<file path="config.mk">
export PLATFORM = sky130hd
export DESIGN_NAME = fp_acc_seq
export DESIGN_NICKNAME = d
export VERILOG_FILES = /design/src/rtl/fp_pkg.sv /design/src/rtl/fp_acc_seq.sv
export SDC_FILE = /design/constraint.sdc
export NUM_CORES = 1
export LEC_CHECK = 0
export BUFFER_PORTS_ARGS = -buffer_cell sky130_fd_sc_hd__buf_4
export CELL_PAD_IN_SITES_DETAIL_PLACEMENT = 1
export CELL_PAD_IN_SITES_GLOBAL_PLACEMENT = 2
export CORE_ASPECT_RATIO = 0.9
export CORE_MARGIN = 2
export CORE_UTILIZATION = 33
export DETAILED_ROUTE_END_ITERATION = 10
export GPL_TIMING_DRIVEN = 0
export MAX_ROUTING_LAYER = met4
export PLACE_DENSITY_LB_ADDON = 0.1
export RECOVER_POWER = 25
export SLEW_MARGIN = 10
export SYNTH_ARGS = -nofsm -noshare
export SYNTH_HDL_FRONTEND = slang
export SYNTH_SLANG_ARGS = --single-unit
</file>
<file path="constraint.sdc">
create_clock -name clk -period 2.5 [get_ports clk]
set_input_delay 0.125 -clock clk [delete_from_list [all_inputs] [get_ports clk]]
set_output_delay 0.125 -clock clk [all_outputs]
set_load 0.01 [all_outputs]
</file>
<file path="src/rtl/fp_pkg.sv">
// Shared definitions for the floating-point vector accumulator sequencer.
package fp_pkg;

    localparam logic [31:0] FP_POS_ZERO = 32'h00000000;
    localparam logic [31:0] FP_QNAN     = 32'hFFC00000;

    typedef enum logic [2:0] {
        WAIT_IN  = 3'd0,
        ISSUE    = 3'd1,
        WAIT_ADD = 3'd2,
        DRAIN    = 3'd3,
        DONE     = 3'd4
    } state_t;

    // A vector that saw an adder timeout reports a quiet NaN instead of its partial sum.
    function automatic logic [31:0] sel_result(input logic err, input logic [31:0] sum);
        if (err) begin
            sel_result = FP_QNAN;
        end else begin
            sel_result = sum;
        end
    endfunction

endpackage

</file>
<file path="src/rtl/fp_acc_seq.sv">
// Sequences an external FP adder to sum a stream of IEEE-754 singles into one result per vector.
module fp_acc_seq
    import fp_pkg::*;
#(
    parameter int CNT_W = 8,
    parameter int TMO   = 64
) (
    input  logic             clk,
    input  logic             rst,
    input  logic [31:0]      in_data,
    input  logic             in_valid,
    input  logic             in_last,
    output logic             in_ready,
    output logic [31:0]      add_opa,
    output logic [31:0]      add_opb,
    output logic             add_start,
    input  logic [31:0]      add_sum,
    input  logic             add_ready,
    output logic [31:0]      acc_out,
    output logic             acc_valid,
    output logic [CNT_W-1:0] acc_count,
    output logic             err_tmo
);

    localparam int TMO_W = $clog2(TMO + 1);

    state_t             state_r, state_s;
    logic [31:0]        sum_r, sum_s;
    logic [31:0]        opa_r, opa_s;
    logic [31:0]        opb_r, opb_s;
    logic               last_r, last_s;
    logic [CNT_W-1:0]   cnt_r, cnt_s;
    logic               err_r, err_s;
    logic [TMO_W-1:0]   tmo_r, tmo_s;
    logic               xfer_s;

    logic               in_ready_r;
    logic               add_start_r;
    logic               acc_valid_r;
    logic [31:0]        acc_out_r;
    logic [CNT_W-1:0]   acc_count_r;
    logic               err_tmo_r;

    // State register; reset abandons any vector in flight.
    always_ff @(posedge clk or negedge rst) begin
        if (!rst) begin
            state_r <= WAIT_IN;
        end else begin
            state_r <= state_s;
        end
    end

    // Next-state and next-datapath decode; everything holds unless a state says otherwise.
    always_comb begin
        state_s = state_r;
        sum_s   = sum_r;
        opa_s   = opa_r;
        opb_s   = opb_r;
        last_s  = last_r;
        cnt_s   = cnt_r;
        err_s   = err_r;
        tmo_s   = tmo_r;
        xfer_s  = in_valid && in_ready_r;
        case (state_r)
            WAIT_IN: begin
                if (xfer_s) begin
                    opa_s   = sum_r;
                    opb_s   = in_data;
                    last_s  = in_last;
                    state_s = ISSUE;
                end else begin
                    state_s = WAIT_IN;
                end
            end
            ISSUE: begin
                tmo_s   = {TMO_W{1'b0}};
                state_s = WAIT_ADD;
            end
            WAIT_ADD: begin
                if (add_ready) begin
                    sum_s = add_sum;
                    if (cnt_r != {CNT_W{1'b1}}) begin
                        cnt_s = cnt_r + CNT_W'(1);
                    end else begin
                        cnt_s = cnt_r;
                    end
                    state_s = last_r ? DONE : WAIT_IN;
                end else if (tmo_r == TMO_W'(TMO - 1)) begin
                    // Adder never answered: remaining elements of this vector are discarded.
                    err_s   = 1'b1;
                    state_s = last_r ? DONE : DRAIN;
                end else begin
                    tmo_s = tmo_r + TMO_W'(1);
                end
            end
            DRAIN: begin
                if (xfer_s && in_last) begin
                    state_s = DONE;
                end else begin
                    state_s = DRAIN;
                end
            end
            DONE: begin
                sum_s   = FP_POS_ZERO;
                cnt_s   = {CNT_W{1'b0}};
                err_s   = 1'b0;
                state_s = WAIT_IN;
            end
            default: begin
                sum_s   = FP_POS_ZERO;
                cnt_s   = {CNT_W{1'b0}};
                err_s   = 1'b0;
                state_s = WAIT_IN;
            end
        endcase
    end

    // Datapath and registered outputs, all derived from the decoded next state.
    always_ff @(posedge clk or negedge rst) begin
        if (!rst) begin
            sum_r       <= FP_POS_ZERO;
            opa_r       <= FP_POS_ZERO;
            opb_r       <= FP_POS_ZERO;
            last_r      <= 1'b0;
            cnt_r       <= {CNT_W{1'b0}};
            err_r       <= 1'b0;
            tmo_r       <= {TMO_W{1'b0}};
            in_ready_r  <= 1'b0;
            add_start_r <= 1'b0;
            acc_valid_r <= 1'b0;
            acc_out_r   <= FP_POS_ZERO;
            acc_count_r <= {CNT_W{1'b0}};
            err_tmo_r   <= 1'b0;
        end else begin
            sum_r       <= sum_s;
            opa_r       <= opa_s;
            opb_r       <= opb_s;
            last_r      <= last_s;
            cnt_r       <= cnt_s;
            err_r       <= err_s;
            tmo_r       <= tmo_s;
            in_ready_r  <= (state_s == WAIT_IN) || (state_s == DRAIN);
            add_start_r <= (state_s == ISSUE);
            acc_valid_r <= (state_s == DONE);
            if (state_s == DONE) begin
                acc_out_r   <= sel_result(err_s, sum_s);
                acc_count_r <= cnt_s;
                err_tmo_r   <= err_s;
            end else begin
                acc_out_r   <= acc_out_r;
                acc_count_r <= acc_count_r;
                err_tmo_r   <= 1'b0;
            end
        end
    end

    assign in_ready  = in_ready_r;
    assign add_opa   = opa_r;
    assign add_opb   = opb_r;
    assign add_start = add_start_r;
    assign acc_out   = acc_out_r;
    assign acc_valid = acc_valid_r;
    assign acc_count = acc_count_r;
    assign err_tmo   = err_tmo_r;

endmodule

</file>
-- Yosys cells after proc, flatten, opt, wreduce, memory -nomap -nowiden
Cells that the tools add are included.
- output and inout port bits: 108
- bits in registers: 160
- input port bits: 69
- muxes and demuxes: 20
- equality and inequality tests: 10
- reductions and logical operators: 9
- add/sub/neg operators: 2
- operators by type and width (operator ; count):
    32-bit two-way mux ; 2
    32-bit one-hot mux with 2 select lines ; 1
    8-bit two-way mux ; 2
    8-bit one-hot mux with 2 select lines ; 1
    3-bit two-way mux ; 5
    7-bit two-way mux ; 2
    7-bit one-hot mux with 2 select lines ; 1
    3-bit one-hot mux with 4 select lines ; 1
    3-bit by 2-bit equality test with 1-bit output (second input constant) ; 3
    8-bit by 1-bit adder with 8-bit output (second input constant) ; 1
    8-bit inequality test (second input constant) ; 1
    7-bit by 1-bit adder with 7-bit output (second input constant) ; 1
    7-bit by 6-bit equality test with 1-bit output (second input constant) ; 1
    3-bit by 1-bit equality test with 1-bit output (second input constant) ; 2
    3-bit logical NOT ; 2
    1-bit two-way mux ; 4
    2-bit inequality test (second input constant) ; 2
    3-bit equality test (second input constant) ; 1
    3-bit AND reduction ; 1
    3-bit OR reduction ; 1
    1-bit logical AND ; 2
    1-bit one-hot mux with 2 select lines ; 1
    2-bit AND reduction ; 1
    2-bit nonzero test ; 1
    1-bit logical OR ; 1

-- Longest topological paths before layout
Gate-level depths: netlist (run 1).
- depth in word-level cells: 6
- mapped depth: 8
- depth with buffers taken out: 5

-- Worst setup path after synthesis (run 1)
No wires, ideal clock.
- path kind: reg2reg
- from: reg tmo_r[0]
- to: reg acc_out_r[6] (netlist: acc_out[6])
- data arrival time: 1901 ps
- path slack: 475 ps
- buffers on the path: 2
- data required time: 2375 ps
- cell stages (with the launch flop): 8
- path through: dfrtp_1 ha_1 nand3_1 nor3_1 or2_1 buf_2 buf_4 mux2_2
- word-level cells in the longest chain between the ends: 5
- elaborated cells between the ends (all ways): 9
- ends and longest elaborated chain (item ; line ; RTL):
    from (decl) ; fp_acc_seq.sv:34 ; logic [TMO_W-1:0] tmo_r, tmo_s;
    from (signal assigned) ; fp_acc_seq.sv:127 ; tmo_r <= {TMO_W{1'b0}};
    from (signal assigned) ; fp_acc_seq.sv:141 ; tmo_r <= tmo_s;
    7-bit by 6-bit equality test with 1-bit output (*) ; fp_acc_seq.sv:88 ; end else if (tmo_r == TMO_W'(TMO - 1)) begin
    3-bit two-way mux or 1-bit two-way mux (tied branches) ; fp_acc_seq.sv:88 ;
    3-bit two-way mux or 1-bit two-way mux (tied branches) ; fp_acc_seq.sv:80 ; if (add_ready) begin
    3-bit one-hot mux with 4 select lines or 1-bit one-hot mux with 2 select lines (tied branches) ; fp_acc_seq.sv:64 ; case (state_r)
    3-bit equality test or 32-bit two-way mux (tied branches) ; fp_acc_seq.sv:145, fp_pkg.sv:17 ;
    to (signal assigned) ; fp_acc_seq.sv:146 ; acc_out_r <= sel_result(err_s, sum_s);
    to (signal assigned) ; fp_acc_seq.sv:150 ; acc_out_r <= acc_out_r;
    to (decl) ; fp_acc_seq.sv:40 ; logic [31:0] acc_out_r;
Every way passes the cells marked *; elsewhere a longest branch is shown, timed or not.
A chain may end at the register's enable or synchronous reset.

-- Worst setup path after layout (run 1)
- from: reg state_r[0]
- to: reg opb_r[7] (netlist: add_opb[7])
- word-level cells in the longest chain between the ends: 2
- ends and longest elaborated chain (item ; line ; RTL):
    from (decl) ; fp_acc_seq.sv:27 ; state_t state_r, state_s;
    from (signal assigned) ; fp_acc_seq.sv:49 ; state_r <= state_s;
    3-bit logical NOT ; fp_acc_seq.sv:64 ;
    2-bit AND reduction (no line) ; n/a ;
    to (signal assigned) ; fp_acc_seq.sv:137 ; opb_r <= opb_s;
    to (decl) ; fp_acc_seq.sv:30 ; logic [31:0] opb_r, opb_s;
Every way passes these cells.

==> results of run 1 <==
[critical path, stage by stage (launching register included)]
cell and delay [ns]:
sky130_fd_sc_hd__dfrtp_1 0.44, sky130_fd_sc_hd__buf_2 0.22, sky130_fd_sc_hd__nand3b_1 0.19, sky130_fd_sc_hd__nand2b_1 0.22, sky130_fd_sc_hd__inv_1 0.44, sky130_fd_sc_hd__clkbuf_1 0.51, sky130_fd_sc_hd__nand2_1 0.13, sky130_fd_sc_hd__nand2_1 0.09
[cell usage after synthesis (3+ instances only)]
library cell,count,share of area [%]
sky130_fd_sc_hd__and2_1,3,0.28
sky130_fd_sc_hd__a22o_1,10,1.3
sky130_fd_sc_hd__o22ai_1,6,0.57
sky130_fd_sc_hd__buf_2,6,0.46
sky130_fd_sc_hd__mux2_4,10,2.3
sky130_fd_sc_hd__nand2_1,206,12
sky130_fd_sc_hd__o21ai_0,3,0.23
sky130_fd_sc_hd__a221o_1,6,0.91
sky130_fd_sc_hd__buf_1,4,0.23
sky130_fd_sc_hd__nor3_1,5,0.38
sky130_fd_sc_hd__a32oi_1,17,2.3
sky130_fd_sc_hd__nand3_1,6,0.46
sky130_fd_sc_hd__a211oi_1,3,0.34
sky130_fd_sc_hd__nor2_1,22,1.3
sky130_fd_sc_hd__nor2b_1,3,0.28
sky130_fd_sc_hd__mux2_2,23,3.9
sky130_fd_sc_hd__a21oi_1,3,0.23
sky130_fd_sc_hd__a32o_1,3,0.46
sky130_fd_sc_hd__dfrtp_1,160,61
sky130_fd_sc_hd__mux2i_1,5,0.76
sky130_fd_sc_hd__inv_1,33,1.9
sky130_fd_sc_hd__nand3b_1,4,0.46
sky130_fd_sc_hd__a22oi_1,5,0.57
sky130_fd_sc_hd__nand2b_1,5,0.47
sky130_fd_sc_hd__buf_4,3,0.34
sky130_fd_sc_hd__clkbuf_1,20,1.1
sky130_fd_sc_hd__o22a_1,4,0.53
[power groups by stage]
| stage | Combinational [mW] | Sequential, mW | Clock [mW] |
|---|---|---|---|
| CTS | 4.63 | 4.41 | 2.48 |
| detailed placement | 4.52 | 4.45 | 0 |
| global route | 4.88 | 4.55 | 2.59 |
| finish | 4.40 | 4.41 | 2.39 |
| floorplan | 2.02 | 4.67 | 0 |
| global placement | 4.40 | 4.39 | 0 |
[metrics by stage]
stage          cell area (um2)  utilization [%]
2_1_floorplan             6600                -
4_1_cts                   9470             47.8
6_report                  9360             47.3
3_5_place_dp              8270             41.7
3_3_place_gp              8230             41.6
5_1_grt                   9360             47.3
[worst paths after layout]
check / endpoint
min in group asynchronous: add_opa[29]$_DFFE_PN0N_
max reg2reg: add_opb[7]$_DFFE_PN0N_
max: add_opb[7]$_DFFE_PN0N_
min reg2reg: add_opa[17]$_DFFE_PN0N_
max in group asynchronous: add_opa[8]$_DFFE_PN0N_
min: tmo_r[1]$_DFFE_PN0P_
[flip-flops by register name, indices dropped and copies added (netlist names)]
| name | flops |
|---|---|
| cnt_r | 8 |
| sum_r | 32 |
| add_opb | 32 |
| in_ready | 1 |
| acc_out | 32 |
| err_tmo | 1 |
| add_start | 1 |
| acc_valid | 1 |
| add_opa | 32 |
| last_r | 1 |
| err_r | 1 |
| tmo_r | 7 |
| state_r | 3 |
| acc_count | 8 |
[logic make-up after synthesis]
| kind of cell | Yosys count | share of synthesized area (%) |
|---|---|---|
| DFF | 160 | 60.7 |
| buffers and inverters | 68 | 4.38 |
| and+or+nand+nor | 274 | 17.8 |
| adders and majority gates | 2 | 0.379 |
| AOI/OAI and AO/OA | 74 | 9.65 |
| muxes | 38 | 6.96 |
| xor gates and xnor gates | 1 | 0.133 |
[final cells by class]
cell class,count,area share (%)
flip-flops and latches,160,42.8
multi-input cells,389,24.8
clock buffers,17,4.54
plain buffers,34,1.78
repair buffers,242,20.2
well taps,255,3.41
inverters,33,1.32
clock inverters,15,1.22
[metal layers]
metal,wire [um],vias to the layer above
met5,0,-
met4,242,0
met3,945,17
met2,9480,143
met1,9350,2740
li1,-,2603
[repair_timing]
action / in CTS / in global routing
setup endpoints to repair: 13 / 37
buffers inserted: 0 / 0
endpoints found under the hold margin: 141 / 0
gates cloned: 0 / 0
resized for setup: 1 / 10
hold buffers: 66 / 0
==> results_tabular.tex, run 1 <==
\begin{tabular}{lr}
\hline
Metric & Value \\
\hline
\multicolumn{2}{l}{\textbf{Die}} \\
Vertical die dimension & 138 um \\
Boundary pin count & 177 \\
Number of rows in the core area & roughly 50 \\
Core ar. & between 15000 and 20000 um2 \\
Initial Utilization & 33.3\% \\
Die X & 153 um \\
Total Die Area & 21100 um2 \\
\multicolumn{2}{l}{\textbf{Power}} \\
Switching power & 4.19 mW \\
Leakage power figure & 4.72 nW \\
Power Internal & approximately 7 mW \\
Relative contribution of combinational cells to total power & 39.3\% \\
Worst voltage drop across the vdd grid & 0.570 mV \\
Post-layout total power & approximately 11 mW \\
Pwr dens & 1200 nW/um2 \\
Part of the power in the clock network & between 20\% and 30\% \\
Proportion of total power due to net switching & 37.4\% \\
Relative contribution of sequential cells to total power & 39.4\% \\
\multicolumn{2}{l}{\textbf{Synth}} \\
Net count of the mapped netlist & roughly 690 \\
Ys flop type & sky130\_fd\_sc\_hd\_\_dfrtp\_1 \\
EDFF count, synth & 0 \\
Portion of the post-synthesis area used by sequential elements & $\sim$60\% \\
Mapped cell area & 6600 um2 \\
Cells after synthesis & 617 \\
Average cell area after synthesis & 10.7 um2 \\
Flops \& latches, synth & 160 \\
Synth async-reset ratio & between 90\% and 100\% \\
Library cells used by synthesis & 56 \\
Count of synthesis-stage warnings from yosys & 0 \\
\multicolumn{2}{l}{\textbf{Placement}} \\
Final Wtd Congestion & between 0.7 and 0.8 \\
Count of placed standard cells including taps & 1048 \\
Buffers on Ports & 175 \\
Worst slack at placement & -0.0152 ns \\
Total half-perimeter wirelength after legalization and detailed placement & around 14000 um \\
\multicolumn{2}{l}{\textbf{STA}} \\
Worst hold slack & 0.231 ns \\
Worst slew pin tran & roughly 2.0 ns \\
Worst relative slew slack & -33.1\% \\
Final period utilization & 92.3\% \\
Setup slack after layout & about 0.19 ns \\
Fin. max-slew vios & 77 \\
Layout Skew & 0.00904 ns \\
Final setup violation count & 0 \\
Maximum operating frequency & 433 MHz \\
Setup TNS & 0 ns \\
Final Hold Violating Endpoints & 0 \\
Setup repair after global routing missed its margin & no \\
Clock period minus worst slack & about 2.3 ns \\
\multicolumn{2}{l}{\textbf{Setup path}} \\
Biggest fanout along the worst timing path & 13 \\
Critical path launch point & state\_r[0]\$\_DFF\_PN0\_ \\
Crit path required time & 2.85 ns \\
Capturing element type of the critical path & flop \\
Beginning of the worst register-to-register path & state\_r[0]\$\_DFF\_PN0\_ \\
FF-to-FF path depth & 7 \\
Critical Path AT & 2.66 ns \\
Register-to-register setup slack & 0.19 ns \\
Class of the most critical setup path & flop to flop \\
Worst Setup Start Kind & flop \\
\multicolumn{2}{l}{\textbf{Finish}} \\
Leading cell type in the layout, fill and taps excluded & sky130\_fd\_sc\_hd\_\_nand2\_1 \\
Most frequent cells in the layout & sky130\_fd\_sc\_hd\_\_nand2\_1, sky130\_fd\_sc\_hd\_\_dfrtp\_1, sky130\_fd\_sc\_hd\_\_buf\_4, sky130\_fd\_sc\_hd\_\_dlygate4sd3\_1, sky130\_fd\_sc\_hd\_\_clkbuf\_1 \\
Inserted Diodes & 0 \\
Layout cells sized above 1 & 26.6\% \\
Final nets & 948 \\
Register cell area after layout & 4000 um2 \\
Filler cell count in the final layout & between 2000 and 2500 \\
Final Instance Count excl. Fillers & 1145 \\
Combined area of the multi-input logic cells & 2320 um2 \\
Relative area change from synthesis to final layout & 41.8\% \\
\multicolumn{2}{l}{\textbf{Job}} \\
Max Cap Violations & 1 \\
\multicolumn{2}{l}{\textbf{Drt}} \\
DRC & 0 \\
Antenna Violating Nets Remaining & 0 \\
Final WL & 20000 um \\
Drt initial violations & about 190 \\
Number of optimization iterations in the first detailed-route pass & 4 \\
Total number of vias & 5503 \\
Per-cell via count in the routed design & 4.81 \\
WL per Instance & roughly 17 um \\
\multicolumn{2}{l}{\textbf{GRT}} \\
Total track usage & 20.0\% \\
Met1 capacity usage during global routing & between 20\% and 30\% \\
Global-route wire length before repair & 32400 um \\
Largest net degree at the start of global routing & 85 \\
Overall overflow remaining after global route & 0 \\
Fraction of met2 tracks used by global routing & 31.6\% \\
Initial antenna violation count & 0 \\
Met3 Usage GRT & 4.58\% \\
Vias in the first global route & 5941 \\
Most Crowded Layer GR & met2 \\
\multicolumn{2}{l}{\textbf{Clock tree}} \\
Number of clock buffers inserted by TritonCTS & 17 \\
Clk sinks & 160 \\
Worst-skew pair later-pin latency & 0.42 ns \\
CTS root buf & sky130\_fd\_sc\_hd\_\_clkbuf\_16 \\
Post-CTS clock slew at the launch and capture registers of the worst setup and hold paths & 0.06 ns \\
H-tree depth & 4 \\
Maximum buffer depth of the clock tree & 2 \\
CTS tree & built \\
\multicolumn{2}{l}{\textbf{Worst hold path}} \\
Class of the most critical hold timing path & input port to flop \\
Worst Hold Depth & 2 \\
Hold Crit Start & add\_ready \\
\multicolumn{2}{l}{\textbf{Status}} \\
Run status & finished, violations left \\
Violations in the final reports & capacitance limit, slew limit \\
\hline
\end{tabular}
Power figures use the tool's default switching activity.
==> run 2, diff against run 1 <==
--- a/config.mk
+++ b/config.mk
@@ -17,3 +17,3 @@
 export PLACE_DENSITY_LB_ADDON = 0.1
-export RECOVER_POWER = 25
+export RECOVER_POWER = 100
 export SLEW_MARGIN = 10
--- a/constraint.sdc
+++ b/constraint.sdc
@@ -3,2 +3,2 @@
 set_output_delay 0.125 -clock clk [all_outputs]
-set_load 0.01 [all_outputs]
+set_load 0.1 [all_outputs]
==> results_tabular.tex, run 2 (synthesis gave the netlist of run 1 again) <==
\begin{tabular}{lr}
\hline
Metric & Value \\
\hline
\multicolumn{2}{l}{\textbf{Status}} \\
Run status & finished, violations left \\
Violations in the final reports & capacitance limit, slew limit \\
\multicolumn{2}{l}{\textbf{Setup path}} \\
Register-to-register setup slack & 0.15 ns (-0.04 ns) \\
Crit path required time & 2.79 ns (-0.06 ns) \\
Biggest fanout along the worst timing path & 10 (-3) \\
Beginning of the worst register-to-register path & state\_r[2]\$\_DFF\_PN0\_ \\
FF-to-FF path depth & 6 (-1) \\
Capturing element type of the critical path & flop \\
Critical path launch point & state\_r[2]\$\_DFF\_PN0\_ \\
End point of the critical path & acc\_out[21]\$\_DFFE\_PN0N\_ \\
Class of the most critical setup path & flop to flop \\
Worst Setup Start Kind & flop \\
Critical Path AT & 2.65 ns (about the same) \\
Worst reg2reg endpoint & acc\_out[21]\$\_DFFE\_PN0N\_ \\
\multicolumn{2}{l}{\textbf{GRT}} \\
Met1 capacity usage during global routing & 26.2\% (unchanged) \\
Fraction of met2 tracks used by global routing & 31.6\% (unchanged) \\
Vias in the first global route & 5941 (unchanged) \\
Global-route wire length before repair & 32400 um (unchanged) \\
Initial antenna violation count & 0 (unchanged) \\
Overall overflow remaining after global route & 0 (unchanged) \\
Most Crowded Layer GR & met2 \\
Largest net degree at the start of global routing & 85 (unchanged) \\
Met3 Usage GRT & 4.58\% (unchanged) \\
Total track usage & 20.0\% (unchanged) \\
\multicolumn{2}{l}{\textbf{Drt}} \\
Final WL & 20100 um (+0.41\%) \\
Drt initial violations & 158 (-15\%) \\
WL per Instance & 17.6 um (+0.41\%) \\
Number of optimization iterations in the first detailed-route pass & 4 (unchanged) \\
DRC & 0 (unchanged) \\
Per-cell via count in the routed design & 4.83 (+0.42\%) \\
Antenna Violating Nets Remaining & 0 (unchanged) \\
Total number of vias & 5526 (+0.42\%) \\
\multicolumn{2}{l}{\textbf{Finish}} \\
Leading cell type in the layout, fill and taps excluded & sky130\_fd\_sc\_hd\_\_nand2\_1 \\
Layout cells sized above 1 & 16.3\% (-10 points) \\
Inserted Diodes & 0 (unchanged) \\
Share of the core filled with cells in the final layout & 45.6\% (-1.7 points) \\
Final nets & 948 (unchanged) \\
Most frequent cells in the layout & sky130\_fd\_sc\_hd\_\_nand2\_1, sky130\_fd\_sc\_hd\_\_dfrtp\_1, sky130\_fd\_sc\_hd\_\_clkbuf\_1, sky130\_fd\_sc\_hd\_\_dlygate4sd3\_1, sky130\_fd\_sc\_hd\_\_buf\_4 \\
Relative area change from synthesis to final layout & 36.7\% \\
\multicolumn{2}{l}{\textbf{Placement}} \\
Total half-perimeter wirelength after legalization and detailed placement & 14000 um (unchanged) \\
Worst slack at placement & -0.0152 ns (unchanged) \\
Buffers on Ports & 175 (unchanged) \\
Final Wtd Congestion & 0.799 (unchanged) \\
\multicolumn{2}{l}{\textbf{STA}} \\
Final Hold Violating Endpoints & 0 (unchanged) \\
Fin. max-slew vios & 77 (unchanged) \\
Worst slew pin tran & 2.00 ns (+0.00779 ns) \\
Setup repair after global routing missed its margin & no \\
Worst relative slew slack & -33.7\% (-0.52 points) \\
Clock period minus worst slack & 2.35 ns (+0.0427 ns) \\
Layout Skew & 0.0106 ns (+0.00154 ns) \\
Worst hold slack & 0.226 ns (-0.00522 ns) \\
Final setup violation count & 0 (unchanged) \\
Final period utilization & 94.1\% (+1.7 points) \\
Maximum operating frequency & 425 MHz (-1.8\%) \\
Setup slack after layout & 0.149 ns (-0.0427 ns) \\
\multicolumn{2}{l}{\textbf{Job}} \\
Max Cap Violations & 1 (unchanged) \\
\multicolumn{2}{l}{\textbf{Clock tree}} \\
Post-CTS clock slew at the launch and capture registers of the worst setup and hold paths & 0.06 ns (about the same) \\
Maximum buffer depth of the clock tree & 2 (unchanged) \\
Number of clock buffers inserted by TritonCTS & 17 (unchanged) \\
CTS root buf & sky130\_fd\_sc\_hd\_\_clkbuf\_16 \\
Clk sinks & 160 (unchanged) \\
H-tree depth & 4 (unchanged) \\
CTS tree & built \\
Worst-skew pair later-pin latency & 0.42 ns (about the same) \\
\multicolumn{2}{l}{\textbf{Die}} \\
Total Die Area & 21100 um2 (unchanged) \\
Vertical die dimension & 138 um (unchanged) \\
Number of rows in the core area & 49 (unchanged) \\
Core ar. & 19800 um2 (unchanged) \\
Boundary pin count & 177 (unchanged) \\
Die X & 153 um (unchanged) \\
Initial Utilization & 33.3\% (unchanged) \\
\multicolumn{2}{l}{\textbf{Worst hold path}} \\
Class of the most critical hold timing path & input port to flop \\
\hline
\end{tabular}
run 2: cell types whose count changed in the layout (fill, tap and decap cells not counted), moves of 2 or more:
cell,change
sky130_fd_sc_hd__mux2_2,-2
sky130_fd_sc_hd__clkbuf_2,+2
sky130_fd_sc_hd__mux2_4,-8
sky130_fd_sc_hd__clkbuf_1,+83
sky130_fd_sc_hd__buf_1,-4
sky130_fd_sc_hd__buf_4,-81
sky130_fd_sc_hd__mux2_1,+10
run 2: layout make-up:
cell class	count	area, um2
fillers	2243	10800
flip-flops and latches	160	4000
repair buffers	242	1590
plain buffers	34	160
clock buffers	17	425
well taps	255	319
clock inverters	15	114
inverters	33	124
multi-input cells	389	2280
run 2: worst max-delay path: stages, from the launching register on:
cell and delay, ns:
sky130_fd_sc_hd__dfrtp_1 0.38, sky130_fd_sc_hd__buf_6 0.14, sky130_fd_sc_hd__or4b_1 0.62, sky130_fd_sc_hd__o31ai_4 0.50, sky130_fd_sc_hd__buf_6 0.23, sky130_fd_sc_hd__nor2_1 0.06, sky130_fd_sc_hd__mux2_1 0.30
run 2: what timing repair did:
item,in CTS,in global routing
gates resized for setup,1,10
setup endpoints to repair,13,37
hold buffers,66,0
setup buffers,0,0
endpoints found under the hold margin,141,0
run 2: metrics by stage:
| stage | setup TNS, ns | cells | instance area (um2) |
|---|---|---|---|
| after global routing | 0 | 1145 | 9020 |
| after global placement | 0 | 1047 | 8230 |
| after floorplan | 0 | 617 | 6600 |
| after detailed placement | -0.0326 | 1048 | 8270 |
| final | 0 | 1145 | 9020 |
| after CTS | 0 | 1145 | 9470 |
run 2: layer usage:
layer  vias up  wire length, um  part of all wire [%]
met3        17              875                   4.4
met4         0              242                   1.2
met1      2771             9480                    47
met5         -                0                     0
met2       136             9500                    47
li1       2602                -                     -
run 2: how the worst min path moves through the flow:
stage               startpoint  cells after the start  slack (ns)                        to
finish               add_ready                      2        0.23      tmo_r[1]$_DFFE_PN0P_
global route         add_ready                      2        0.27      tmo_r[1]$_DFFE_PN0P_
CTS                  add_ready                      2        0.22      tmo_r[1]$_DFFE_PN0P_
global placement    in_data[9]                      3        0.32    add_opb[9]$_DFFE_PN0N_
detailed placement         rst                      1        0.15   add_opa[29]$_DFFE_PN0N_
floorplan                  rst                      0       -0.17  acc_count[0]$_DFFE_PN0N_
Power of run 2 is not shown: default switching activity piles up to over one toggle a cycle in this logic, so the estimate is an artifact.
